**config.mk**
```make
export PLATFORM = sky130hd
export DESIGN_NAME = alu_16b_flat
export DESIGN_NICKNAME = d
export VERILOG_FILES = /design/src/rtl/alu_16b_pkg.sv /design/src/rtl/alu_16b_if.sv /design/src/rtl/alu_16b_core.sv /design/src/rtl/alu_16b.sv /design/src/flat_wrapper.sv
export SDC_FILE = /design/constraint.sdc
export NUM_CORES = 1
export LEC_CHECK = 0
export CAP_MARGIN = 20
export CELL_PAD_IN_SITES_DETAIL_PLACEMENT = 1
export CELL_PAD_IN_SITES_GLOBAL_PLACEMENT = 1
export CORE_MARGIN = 4
export CORE_UTILIZATION = 52
export CTS_CLUSTER_DIAMETER = 150
export DETAILED_ROUTE_END_ITERATION = 10
export DONT_BUFFER_PORTS = 1
export PLACE_DENSITY = 0.92
export SYNTH_ARGS = -nofsm -noshare
export SYNTH_HDL_FRONTEND = slang
export SYNTH_SLANG_ARGS = --single-unit
```
**constraint.sdc**
```tcl
create_clock -name CLK -period 0.9 [get_ports CLK]
set_input_delay 0.27 -clock CLK [delete_from_list [all_inputs] [get_ports CLK]]
set_output_delay 0.27 -clock CLK [all_outputs]
set_load 0.01 [all_outputs]
```
**src/rtl/alu_16b_pkg.sv**
```systemverilog
// Shared opcodes, operation-class encoding and width for the 16-bit ALU.
// ALU_16B_MULDIV_EN decides whether MUL/DIV count as arithmetic or as NOP.
package alu_16b_pkg;

    localparam int DATA_W = 16;

    localparam logic [3:0] OP_ADD  = 4'b0000;
    localparam logic [3:0] OP_SUB  = 4'b0001;
    localparam logic [3:0] OP_MUL  = 4'b0010;
    localparam logic [3:0] OP_DIV  = 4'b0011;
    localparam logic [3:0] OP_AND  = 4'b0100;
    localparam logic [3:0] OP_OR   = 4'b0101;
    localparam logic [3:0] OP_NAND = 4'b0110;
    localparam logic [3:0] OP_NOR  = 4'b0111;
    localparam logic [3:0] OP_XOR  = 4'b1000;
    localparam logic [3:0] OP_XNOR = 4'b1001;
    localparam logic [3:0] OP_EQ   = 4'b1010;
    localparam logic [3:0] OP_GT   = 4'b1011;
    localparam logic [3:0] OP_LT   = 4'b1100;
    localparam logic [3:0] OP_SHR  = 4'b1101;
    localparam logic [3:0] OP_SHL  = 4'b1110;
    localparam logic [3:0] OP_NOP  = 4'b1111;

    typedef enum logic [3:0] {
        CLS_NONE  = 4'b0000,
        CLS_ARITH = 4'b0001,
        CLS_LOGIC = 4'b0010,
        CLS_CMP   = 4'b0100,
        CLS_SHIFT = 4'b1000
    } op_class_e;

    function automatic op_class_e op_class(input logic [3:0] fun);
        op_class_e cls;
        case (fun)
            OP_ADD, OP_SUB:                      cls = CLS_ARITH;
`ifdef ALU_16B_MULDIV_EN
            OP_MUL, OP_DIV:                      cls = CLS_ARITH;
`endif
            OP_AND, OP_OR, OP_NAND,
            OP_NOR, OP_XOR, OP_XNOR:             cls = CLS_LOGIC;
            OP_EQ, OP_GT, OP_LT:                 cls = CLS_CMP;
            OP_SHR, OP_SHL:                      cls = CLS_SHIFT;
            default:                             cls = CLS_NONE;
        endcase
        return cls;
    endfunction

endpackage

```
**src/rtl/alu_16b_if.sv**
```systemverilog
// Operand/function inputs and registered result/flag outputs of the ALU.
interface alu_16b_if;
    import alu_16b_pkg::*;

    logic [DATA_W-1:0] A;
    logic [DATA_W-1:0] B;
    logic [3:0]        ALU_FUN;
    logic [DATA_W-1:0] ALU_OUT;
    logic              Carry_Flag;
    logic              Arith_Flag;
    logic              Logic_Flag;
    logic              CMP_Flag;
    logic              Shift_Flag;

    modport master (
        output A, B, ALU_FUN,
        input  ALU_OUT, Carry_Flag, Arith_Flag, Logic_Flag, CMP_Flag, Shift_Flag
    );

    modport slave (
        input  A, B, ALU_FUN,
        output ALU_OUT, Carry_Flag, Arith_Flag, Logic_Flag, CMP_Flag, Shift_Flag
    );

endinterface

```
**src/rtl/alu_16b_core.sv**
```systemverilog
// Combinational result, carry and class computation of the 16-bit ALU.
// MUL/DIV hardware exists only when ALU_16B_MULDIV_EN is defined.
module alu_16b_core
    import alu_16b_pkg::*;
(
    input  logic [DATA_W-1:0] a,
    input  logic [DATA_W-1:0] b,
    input  logic [3:0]        fun,
    output logic [DATA_W-1:0] result,
    output logic              carry,
    output op_class_e         cls
);

    logic [DATA_W:0] sum_s;
    logic [DATA_W:0] diff_s;

    // Bit 16 of the widened difference is the borrow (set when a < b).
    assign sum_s  = {1'b0, a} + {1'b0, b};
    assign diff_s = {1'b0, a} - {1'b0, b};

`ifdef ALU_16B_MULDIV_EN
    logic [DATA_W-1:0] prod_s;
    logic [DATA_W-1:0] quot_s;

    assign prod_s = a * b;
    assign quot_s = (b == 16'h0000) ? 16'hFFFF : (a / b);
`endif

    assign cls = op_class(fun);

    // Result and carry selection by function code.
    always_comb begin
        result = 16'h0000;
        carry  = 1'b0;
        case (fun)
            OP_ADD: begin
                result = sum_s[DATA_W-1:0];
                carry  = sum_s[DATA_W];
            end
            OP_SUB: begin
                result = diff_s[DATA_W-1:0];
                carry  = diff_s[DATA_W];
            end
`ifdef ALU_16B_MULDIV_EN
            OP_MUL:  result = prod_s;
            OP_DIV:  result = quot_s;
`endif
            OP_AND:  result = a & b;
            OP_OR:   result = a | b;
            OP_NAND: result = ~(a & b);
            OP_NOR:  result = ~(a | b);
            OP_XOR:  result = a ^ b;
            OP_XNOR: result = ~(a ^ b);
            OP_EQ:   result = (a == b) ? 16'd1 : 16'd0;
            OP_GT:   result = (a > b)  ? 16'd2 : 16'd0;
            OP_LT:   result = (a < b)  ? 16'd3 : 16'd0;
            OP_SHR:  result = {1'b0, a[DATA_W-1:1]};
            OP_SHL:  result = {a[DATA_W-2:0], 1'b0};
            default: begin
                result = 16'h0000;
                carry  = 1'b0;
            end
        endcase
    end

endmodule

```
**src/rtl/alu_16b.sv**
```systemverilog
// Registered 16-bit ALU: combinational core plus one output register stage.
// Define ALU_16B_MULDIV_EN to include the multiplier and divider.
module alu_16b
    import alu_16b_pkg::*;
(
    input  logic      CLK,
    input  logic      RST,
    alu_16b_if.slave  bus
);

    logic [DATA_W-1:0] result_s;
    logic              carry_s;
    op_class_e         cls_s;

    logic [DATA_W-1:0] alu_out_r;
    logic              carry_r;
    logic              arith_r;
    logic              logic_r;
    logic              cmp_r;
    logic              shift_r;

    alu_16b_core u_core (
        .a      (bus.A),
        .b      (bus.B),
        .fun    (bus.ALU_FUN),
        .result (result_s),
        .carry  (carry_s),
        .cls    (cls_s)
    );

    // Output register stage; reset clears everything immediately.
    always_ff @(posedge CLK or posedge RST) begin
        if (RST) begin
            alu_out_r <= 16'h0000;
            carry_r   <= 1'b0;
            arith_r   <= 1'b0;
            logic_r   <= 1'b0;
            cmp_r     <= 1'b0;
            shift_r   <= 1'b0;
        end else begin
            alu_out_r <= result_s;
            carry_r   <= carry_s;
            arith_r   <= (cls_s == CLS_ARITH);
            logic_r   <= (cls_s == CLS_LOGIC);
            cmp_r     <= (cls_s == CLS_CMP);
            shift_r   <= (cls_s == CLS_SHIFT);
        end
    end

    assign bus.ALU_OUT    = alu_out_r;
    assign bus.Carry_Flag = carry_r;
    assign bus.Arith_Flag = arith_r;
    assign bus.Logic_Flag = logic_r;
    assign bus.CMP_Flag   = cmp_r;
    assign bus.Shift_Flag = shift_r;

endmodule

```
**src/flat_wrapper.sv**
```systemverilog
// flat-port wrapper written by rule: the top's interface ports become plain ports
module alu_16b_flat import alu_16b_pkg::*;
  (CLK, RST, bus_A, bus_B, bus_ALU_FUN, bus_ALU_OUT, bus_Carry_Flag, bus_Arith_Flag, bus_Logic_Flag, bus_CMP_Flag, bus_Shift_Flag);
  alu_16b_if bus_i ();
  input  logic CLK;
  input  logic RST;
  input wire logic [$bits(bus_i.A)-1:0] bus_A;
  input wire logic [$bits(bus_i.B)-1:0] bus_B;
  input wire logic [$bits(bus_i.ALU_FUN)-1:0] bus_ALU_FUN;
  output wire logic [$bits(bus_i.ALU_OUT)-1:0] bus_ALU_OUT;
  output wire logic [$bits(bus_i.Carry_Flag)-1:0] bus_Carry_Flag;
  output wire logic [$bits(bus_i.Arith_Flag)-1:0] bus_Arith_Flag;
  output wire logic [$bits(bus_i.Logic_Flag)-1:0] bus_Logic_Flag;
  output wire logic [$bits(bus_i.CMP_Flag)-1:0] bus_CMP_Flag;
  output wire logic [$bits(bus_i.Shift_Flag)-1:0] bus_Shift_Flag;
  assign bus_i.A = bus_A;
  assign bus_i.B = bus_B;
  assign bus_i.ALU_FUN = bus_ALU_FUN;
  assign bus_ALU_OUT = bus_i.ALU_OUT;
  assign bus_Carry_Flag = bus_i.Carry_Flag;
  assign bus_Arith_Flag = bus_i.Arith_Flag;
  assign bus_Logic_Flag = bus_i.Logic_Flag;
  assign bus_CMP_Flag = bus_i.CMP_Flag;
  assign bus_Shift_Flag = bus_i.Shift_Flag;
  alu_16b u_core (.CLK(CLK), .RST(RST), .bus(bus_i));
endmodule
```
==> results of run 1 <==
-- cells by family after synthesis --
family          after synthesis
simple gates                148
mux                          21
flops                        21
compound gates              199
fa+ha+maj                    54
buf+inv                      89
-- through the flow --
| step | instance area, um^2 | instances | hold slack [ns] | setup slack (ns) |
|---|---|---|---|---|
| after floorplan | 4250 | 532 | 0.247 | -1.17 |
| after global placement | 5190 | 739 | 0.206 | -1.34 |
-- Yosys cell counts (9+ instances only) --
cell type	number	area share [%]
a21oi_1	42	5.4
nand2_1	33	3.2
clkbuf_1	18	1.7
nor2_1	51	4.9
nor3_1	14	1.8
inv_1	51	4.9
nand2b_1	10	1.6
dfrtp_1	21	14
buf_2	9	1.2
nand3_1	13	1.7
mux2i_1	19	4.9
a31oi_1	10	1.6
ha_1	52	17
o21ai_0	41	5.3
==> flow_metrics.tcl, run 1 <==
set metrics [dict create \
    error "[ERROR DPL-0033] detailed placement checks failed during check placement." \
    synth.avg_cell_area_um2 7.29 \
    synthCells 532 \
    ys_seq_elements 21 \
    syn_nets 624 \
    place_congestion 1.06 \
    row_count 31 \
    fp.dieW_um 94.4 \
    seq_area_frac_synth_pct 13.5 \
    synth_edf_count 0 \
    synth-simple-area-share_pct 18.3 \
    status "stopped before the end" \
    syn_area_um2 3880 \
    start_util_pct 53.5 \
    dpl.hpwl_mm 17.7 \
    dominantRegCellSynth "dfrtp_1" \
    synth_compound_area_share_pct 35.3 \
    die_h_um 94.4 \
    portBuffers 0 \
    synth_adder_area_share_pct 17.8 \
    synth_top_family_by_area "compound AO/OA/AOI/OAI gates" \
    io_pins 59 \
    ys_async_sr_fraction_pct 100 \
    synth.area.mux_share_pct 5.48 \
    synth_warnings 0 \
    lastStage "detailed placement (3_5_place_dp)" \
    ys_types 74 \
    synthXorXnorAreaFrac_pct 0 \
]
==> inputs of run 2 (changes only) <==
- CELL_PAD_IN_SITES_DETAIL_PLACEMENT: 1 -> not set
- CELL_PAD_IN_SITES_GLOBAL_PLACEMENT: 1 -> not set
- CORE_UTILIZATION: 52 -> 40
- CTS_CLUSTER_DIAMETER: 150 -> not set
- PLACE_DENSITY: 0.92 -> not set
- PLACE_DENSITY_LB_ADDON: not set -> 0.15
==> run 2 against run 1 <==
Compared with the run above:
- the flow now finishes, with violations (negative setup slack)
- synthesized area unchanged
- synthesized cell count unchanged
==> flow_metrics.tcl, run 2 <==
set metrics [dict create \
    cts-root-buf "clkbuf_8" \
    drt_iter0_markers 335 \
    cpPeakStageDelay_ns 0.32 \
    gr-total-overflow 0 \
    end_kind "register" \
    dr.pass1.iters 5 \
    cts_htree_levels 1 \
    synthCells 532 \
    ys_types 74 \
    placed_area_um2 5290 \
    critPathMaxFanout 4 \
    holdWs_ns 0.0186 \
    setup_ws_ns -0.998 \
    io_pins 59 \
    cts_made_buffers 3 \
    portBuffers 0 \
    grt_pass1_wl_mm 25.9 \
    tightest_slew_ns 0.591 \
    synth.avg_cell_area_um2 7.29 \
    register_area_um2 526 \
    diodes 0 \
    cp_num_buf_inv 2 \
    fin_util_pct 63.8 \
    cts_tree "yes" \
    status "complete, but fails checks" \
    cp_top_family "compound AO/OA/AOI/OAI gates" \
    rsz0062_at_grt "yes" \
    final_area_um2 5950 \
    hold-path-endpoint "u_core.bus.Arith_Flag" \
    vias_per_cell 5.96 \
    finalWirelength_mm 16.2 \
    antenna_found_initial 0 \
    place_ws_ns -1.43 \
    crit_path_start_kind "input port" \
    layout_commonest_cell "buf_4" \
    place_congestion 0.936 \
    maxCapViolations 0 \
    hp-class "input port to register" \
    final.min_clock_period_ns 1.90 \
    ys_async_sr_fraction_pct 100 \
    wl_per_cell_um 20.5 \
    die_h_um 106 \
    relSlewSlack_pct 60.0 \
    fin_cells 793 \
    clock_sinks 21 \
    drc_errors 0 \
    vias 4730 \
    final_max_slew_viol_count 0 \
    worstPathRequired_ns 1.08 \
    syn_area_um2 3880 \
    drive_above_1_share_pct 43.5 \
    hold_violations 0 \
    syn_nets 624 \
    fin_setup_tns_ns -15.89 \
    yosysMostFrequentCell "ha_1" \
    netlist.area_leader.share_pct 16.8 \
    start_util_pct 41.6 \
    yosysTopAreaCell "ha_1" \
    grt_start_max_net_pins 36 \
    row_count 35 \
    largest_reg_flops 16 \
    fp.dieW_um 106 \
    grt_pass1_vias 4807 \
    period_share_pct 211 \
    clk_pin_slew_ns 0.11 \
    violations "negative setup slack" \
    dominantRegCellSynth "dfrtp_1" \
    arrival_ns 2.08 \
    crit_cells 11 \
    dpl.hpwl_mm 12.4 \
    area_growth_syn_to_layout_pct 53.5 \
    yosys-top-cells-count "52 x ha_1, 51 x inv_1, 51 x nor2_1" \
    power_mw 5.29 \
    max_freq_mhz 527 \
    multi_input_area_um2 3640 \
    postRouteAntennaNets 0 \
    critPathSlowestCell "a221oi_4" \
    leakage_nw 2.62 \
    coreArea_um2 9330 \
    fillers 808 \
    final_nets 757 \
    power_density_nw_per_um2 889 \
    final-setup-viol-count 38 \
    final_cell_mix "145 x buf_4, 41 x nor2_1, 34 x inv_1, 34 x ha_1, 32 x a21oi_1" \
    cp_cell_sequence "inv_8 -> ha_4 -> inv_2 -> fa_2 -> nand2b_4 -> a221oi_4 -> nor2_2 -> o21bai_2 -> a211oi_4 -> a211o_1 -> a221o_1" \
    synth_edf_count 0 \
    min-delay-start "bus_ALU_FUN[1]" \
    ys_seq_elements 21 \
    placedCellCount 774 \
    seq_area_frac_synth_pct 13.5 \
    grt_usage_pct 28.5 \
    hold_depth 1 \
    path_class "input port to register" \
    synth_warnings 0 \
    synth.area.top_cells "ha_1 17%, dfrtp_1 14%, a21oi_1 5.4%" \
    dieArea_um2 11300 \
    vdd_drop_max_uv 459 \
    cts_buffer_depth 2 \
]
run 2: cell counts after synthesis:
No cell type changed its count.
run 2: layer usage:
metal / share of wire (%) / GRT usage (%) / vias to the layer above
met4: 3.0 / 7.76 / 0
li1: - / - / 2207
met3: 8.5 / 3.34 / 45
met2: 46 / 47.9 / 246
met5: 0 / 0 / -
met1: 42 / 38.6 / 2232
run 2: report_power, final:
| part | switching [mW] | total, mW | internal [mW] |
|---|---|---|---|
| Combinational | 1.68 | 3.31 | 1.63 |
| Sequential | 0.121 | 1.19 | 1.07 |
| Clock | 0.469 | 0.785 | 0.316 |
| Total | 2.28 | 5.29 | 3.01 |
run 2: timing repair:
item | 4_1_cts | 5_1_grt
setup endpoints to repair | 38 | 38
pin swaps | 45 | 42
gates resized for setup | 60 | 52
endpoints found under the hold margin | 21 | 0
hold buffers | 1 | 0
buffers inserted | 10 | 10
cloned | 0 | 0
run 2: layout make-up:
type	count	area share (%)
Clock buffer	3	0.694
Clock inverter	1	0.126
Inverter	52	3.89
Multi-Input combinational cell	422	61.1
Sequential cell	21	8.83
Tap cell	129	2.71
Timing Repair Buffer	165	22.6
run 2: cell families (layout without fill, tap and decap cells):
logic type | Yosys count | after routing | share of synthesized area [%]
buffers and inverters | 89 | 221 | 9.58
muxes | 21 | 21 | 5.48
AOI/OAI and AO/OA | 199 | 199 | 35.3
adders and majority gates | 54 | 54 | 17.8
and+or+nand+nor | 148 | 148 | 18.3
DFF | 21 | 21 | 13.5
run 2: worst max-delay path by stage:
| stage | endpoint | slack, ns | start |
|---|---|---|---|
| global placement | u_core.bus.ALU_OUT[12] | -1.39 | bus_B[7] |
| floorplan | u_core.bus.ALU_OUT[12] | -1.17 | bus_A[0] |
| global route | u_core.bus.ALU_OUT[8] | -1.06 | bus_B[0] |
| detailed placement | u_core.bus.ALU_OUT[14] | -1.43 | bus_B[1] |
| CTS | u_core.bus.ALU_OUT[8] | -0.97 | bus_B[0] |
| finish | u_core.bus.ALU_OUT[12] | -1.0 | bus_A[0] |
(Power assumes the default switching activity.)
==> inputs of run 3 (changes only) <==
- clock period: 0.9 -> 1.81 ns (I/O delays scaled with it)
==> run 3 against run 2 <==
Compared with the run above:
- the run still ends with negative setup slack left
- die area stayed put
- critical path depth is 1 lower
- global-route usage is 0.69 points lower
- clock power down 52%
- worst hold slack improved by 0.14 ns
- clock-buffer cell count is the same
- critical path type unchanged
- largest power group unchanged
- highest routed layer unchanged
==> flow_metrics.tcl, run 3 (same netlist as run 2, synthesis figures left out) <==
set metrics [dict create \
    vias_per_cell 6.04 \
    status "complete, but fails checks" \
    drt_iter0_markers 449 \
    cts_tree "yes" \
    cts-root-buf "clkbuf_8" \
    grt_pass1_wl_mm 25.0 \
    fin_cells 795 \
    multi_input_area_um2 3550 \
    cts_made_buffers 3 \
    wl_per_cell_um 20.7 \
    violations "negative setup slack" \
    dpl.hpwl_mm 12.0 \
    rsz0062_at_grt "yes" \
    final_nets 759 \
    placedCellCount 769 \
    grt_pass1_vias 4703 \
    worstPathRequired_ns 1.98 \
    route.met3.wl_mm 1.21 \
    fin_util_pct 62.4 \
    gr-total-overflow 0 \
    cts_buffer_depth 2 \
    final_cell_mix "154 x buf_4, 46 x nor2_1, 35 x inv_1" \
    setup_ws_ns -0.427 \
    postRouteAntennaNets 0 \
    end_kind "register" \
    final_max_slew_viol_count 0 \
    vdd_drop_max_uv 271 \
    grt_usage_pct 27.8 \
    dr.pass1.iters 5 \
    critPathMaxFanout 4 \
    register_area_um2 526 \
    cpPeakStageDelay_ns 0.33 \
    crit_start "bus_B[1]" \
    power_density_nw_per_um2 444 \
    drc_errors 0 \
    final.min_clock_period_ns 2.24 \
    path_class "input port to register" \
    coreArea_um2 9330 \
    layout_commonest_cell "buf_4" \
    dieArea_um2 11300 \
    relSlewSlack_pct 34.6 \
    io_pins 59 \
    grt_start_max_net_pins 36 \
    arrival_ns 2.40 \
    wl_met2_mm 7.55 \
    period_share_pct 124 \
    start_util_pct 41.6 \
    portBuffers 0 \
    area_growth_syn_to_layout_pct 50.0 \
    vias 4798 \
    drive_above_1_share_pct 42.0 \
    route.top_layer_used "met4" \
    place_congestion 0.927 \
    max_freq_mhz 447 \
    fp.dieW_um 106 \
    fin_setup_tns_ns -4.04 \
    hp-class "input port to async pin" \
    tightest_slew_ns 0.969 \
    cp_cell_sequence "clkinvlp_4 -> ha_4 -> a211oi_4 -> o21ai_4 -> o21a_1 -> buf_6 -> a311oi_4 -> o21ai_1 -> a31oi_1 -> o21ai_1" \
    die_h_um 106 \
    maxCapViolations 0 \
    power_mw 2.59 \
    largest_reg_flops 16 \
    clk_pin_slew_ns 0.11 \
    hold_violations 0 \
    critPathSlowestCell "a211oi_4" \
    crit_path_start_kind "input port" \
    leakage_nw 2.59 \
    holdWs_ns 0.157 \
    cts_htree_levels 1 \
    finalWirelength_mm 16.4 \
    row_count 35 \
    final-setup-viol-count 14 \
    path_common_cell "o21ai_1" \
    diodes 0 \
    fillers 821 \
    m1WireLength_mm 7.17 \
    clock_sinks 21 \
    antenna_found_initial 0 \
    cts_hold_buf 0 \
]
run 3: changes by cell type in the layout (fill, tap and decap cells not counted), moves of 3 or more:
cell and change:
buf_4 +9, buf_6 -5, nor2_1 +5, ha_2 +3
ha_4 -3, inv_2 -3, nand3_1 +3, nand3_2 -3
nor2_2 -3
run 3: layout make-up:
cell class	instances	area share, %
well taps	129	2.77
clock inverters	1	0.0860
multi-input cells	422	61.0
clock buffers	3	0.710
flip-flops and latches	21	9.03
repair buffers	167	22.6
inverters	52	3.81
run 3: per-stage QoR:
stage,worst slack (ns),cell area (um^2)
2_1_floorplan,-0.531,4130
3_3_place_gp,-0.714,5150
3_5_place_dp,-0.724,5150
4_1_cts,-0.340,5630
5_1_grt,-0.518,5820
6_report,-0.427,5820
run 3: where the power goes:
group          switching, mW  internal, mW
Clock                  0.220         0.155
Combinational          0.830         0.786
Sequential            0.0623         0.533
Total                   1.11          1.47
run 3: repair_timing:
action	CTS	global route
pin swaps	49	35
buffers inserted	22	5
resized for setup	58	40
setup endpoints to repair	13	16
run 3: worst max-delay path by stage:
stage | cells past startpoint | end | slack, ns
after floorplan | 11 | u_core.bus.ALU_OUT[12] | -0.53
after global placement | 9 | u_core.bus.ALU_OUT[12] | -0.71
after detailed placement | 9 | u_core.bus.ALU_OUT[12] | -0.72
after CTS | 11 | u_core.bus.ALU_OUT[14] | -0.34
after global routing | 11 | u_core.bus.ALU_OUT[14] | -0.52
final | 10 | u_core.bus.ALU_OUT[11] | -0.43
run 3: critical path, delay by kind of cell:
kind	cells	cell delay, ns
buffers and inverters	2	0.27
AOI/OAI and AO/OA	7	1.27
adders and majority gates	1	0.31
run 3: routing by layer:
metal	up-vias	GRT usage, %
met5	-	0
met4	0	9.04
met3	48	4.37
met2	246	44.8
met1	2293	38.0
li1	2211	-
==> inputs of run 4 (changes only) <==
- GPL_ROUTABILITY_DRIVEN: not set -> 1
- SETUP_SLACK_MARGIN: not set -> 0.4
==> run 4 against run 3 <==
Compared with the run above:
- the run still ends with negative setup slack left
- cell area decreased by 2.0%
- critical endpoint is now u_core.bus.ALU_OUT[12]
- sequential share of layout area increased by 0.19 points
- critical path type unchanged
- routed wire length decreased by 4.6%
==> flow_metrics.tcl, run 4 (same netlist as run 2, synthesis figures left out) <==
set metrics [dict create \
    area_growth_syn_to_layout_pct 47.0 \
    place_ws_ns -0.803 \
    rsz0062_at_grt "yes" \
    setup_ws_ns -0.366 \
    antenna_found_initial 0 \
    cts-root-buf "clkbuf_8" \
    status "complete, but fails checks" \
    crit_path_start_kind "input port" \
    critPathMaxFanout 3 \
    final_cell_mix "144 x buf_4, 47 x nor2_1, 38 x ha_1" \
    cts_made_buffers 3 \
    period_share_pct 120 \
    place_congestion 0.956 \
    dpl.hpwl_mm 12.0 \
    coreArea_um2 9330 \
    power_frac_clock_pct 15.3 \
    postRouteAntennaNets 0 \
    vdd_drop_max_uv 266 \
    cp_cell_sequence "inv_2 -> ha_4 -> a21o_1 -> a311oi_2 -> o21bai_2 -> a31oi_4 -> nor2_4 -> a211o_1 -> a221o_1" \
    max_freq_mhz 460 \
    internal-power_mw 1.45 \
    vias 4685 \
    grt_pass1_vias 4627 \
    worstPathRequired_ns 1.99 \
    arrival_ns 2.36 \
    final_nets 749 \
    p_sw_share_pct 42.8 \
    start_util_pct 41.6 \
    placedCellCount 761 \
    layout_commonest_cell "buf_4" \
    grt_start_max_net_pins 36 \
    critPathSlowestCell "a311oi_2" \
    fp.dieW_um 106 \
    row_count 35 \
    finalWirelength_mm 15.7 \
    cpPeakStageDelay_ns 0.34 \
    wl_per_cell_um 20.0 \
    dieArea_um2 11300 \
    m1WireLength_mm 6.84 \
    io_pins 59 \
    drc_errors 0 \
    path_class "input port to register" \
    largest_reg_flops 16 \
    power_density_nw_per_um2 445 \
    switchingPower_mw 1.09 \
    portBuffers 0 \
    clk_pin_slew_ns 0.11 \
    final-setup-viol-count 14 \
    final_max_slew_viol_count 0 \
    cts_hold_buf 0 \
    drive_above_1_share_pct 39.2 \
    route.met3.wl_mm 1.33 \
    tightest_slew_ns 0.532 \
    gr-total-overflow 0 \
    cts_buffer_depth 2 \
    drt_iter0_markers 367 \
    diodes 0 \
    fin_setup_tns_ns -3.66 \
    maxCapViolations 0 \
    end_kind "register" \
    hold_violations 0 \
    clock_sinks 21 \
    die_h_um 106 \
    fin_util_pct 61.1 \
    relSlewSlack_pct 64.5 \
    leakage_nw 2.56 \
    fin_cells 785 \
    violations "negative setup slack" \
    dr.pass1.iters 5 \
    combPwrFrac_pct 61.4 \
    grt_usage_pct 27.5 \
    power_mw 2.54 \
    cts_htree_levels 1 \
    route.top_layer_used "met4" \
    wl_met2_mm 7.01 \
    cts_tree "yes" \
    hp-class "input port to async pin" \
    seq_power_share_pct 23.3 \
    vias_per_cell 5.97 \
    final.min_clock_period_ns 2.18 \
    grt_pass1_wl_mm 24.8 \
]
-- run 4: final cells by class --
| class | instances | area, um^2 |
|---|---|---|
| clock buffers | 3 | 41.3 |
| well taps | 129 | 161 |
| clock inverters | 1 | 5.00 |
| flip-flops and latches | 21 | 526 |
| multi-input cells | 422 | 3490 |
| inverters | 52 | 216 |
| fillers | 824 | 3630 |
| repair buffers | 157 | 1260 |
-- run 4: repair_timing --
item                                    in CTS  in global routing
setup buffers                               14                  5
pin swaps                                   35                 13
resized for setup                           51                 20
gates cloned                                 0                  1
endpoints found under the setup margin      17                 17
-- run 4: power groups by stage --
stage	registers, mW	clock network, mW	logic [mW]
floorplan	0.593	0	0.840
global placement	0.605	0	1.31
detailed placement	0.604	0	1.32
CTS	0.596	0.387	1.48
global route	0.599	0.410	1.68
finish	0.592	0.389	1.56
-- run 4: path summary, 6_finish.rpt --
| kind | slack, ns | cells after the start | end | from |
|---|---|---|---|---|
| max | -0.37 | 9 | u_core.bus.ALU_OUT[12] | bus_B[7] |
| min | 0.17 | 1 | u_core.bus.Arith_Flag | RST |
| max in group asynchronous | 1.19 | 2 | u_core.bus.ALU_OUT[10] | RST |
| min in group CLK | 0.30 | 1 | u_core.bus.Arith_Flag | bus_ALU_FUN[1] |
-- run 4: through the flow --
step                      hold WS [ns]  cell area (um^2)
after global routing             0.192              5700
after global placement           0.495              5180
final                            0.166              5700
after detailed placement         0.503              5180
after CTS                        0.183              5570
after floorplan                  0.520              4200
-- run 4: worst max-delay path, delay by kind of cell --
kind            cells  cell delay [ns]
compound gates      6             1.50
fa+ha+maj           1             0.20
buf+inv             1             0.06
simple gates        1             0.05
-- run 4: per-layer routing --
layer | vias to the layer above | track usage (%)
met2 | 236 | 43.8
met1 | 2218 | 38.7
met5 | - | 0
met3 | 40 | 3.10
met4 | 0 | 8.77
li1 | 2191 | -
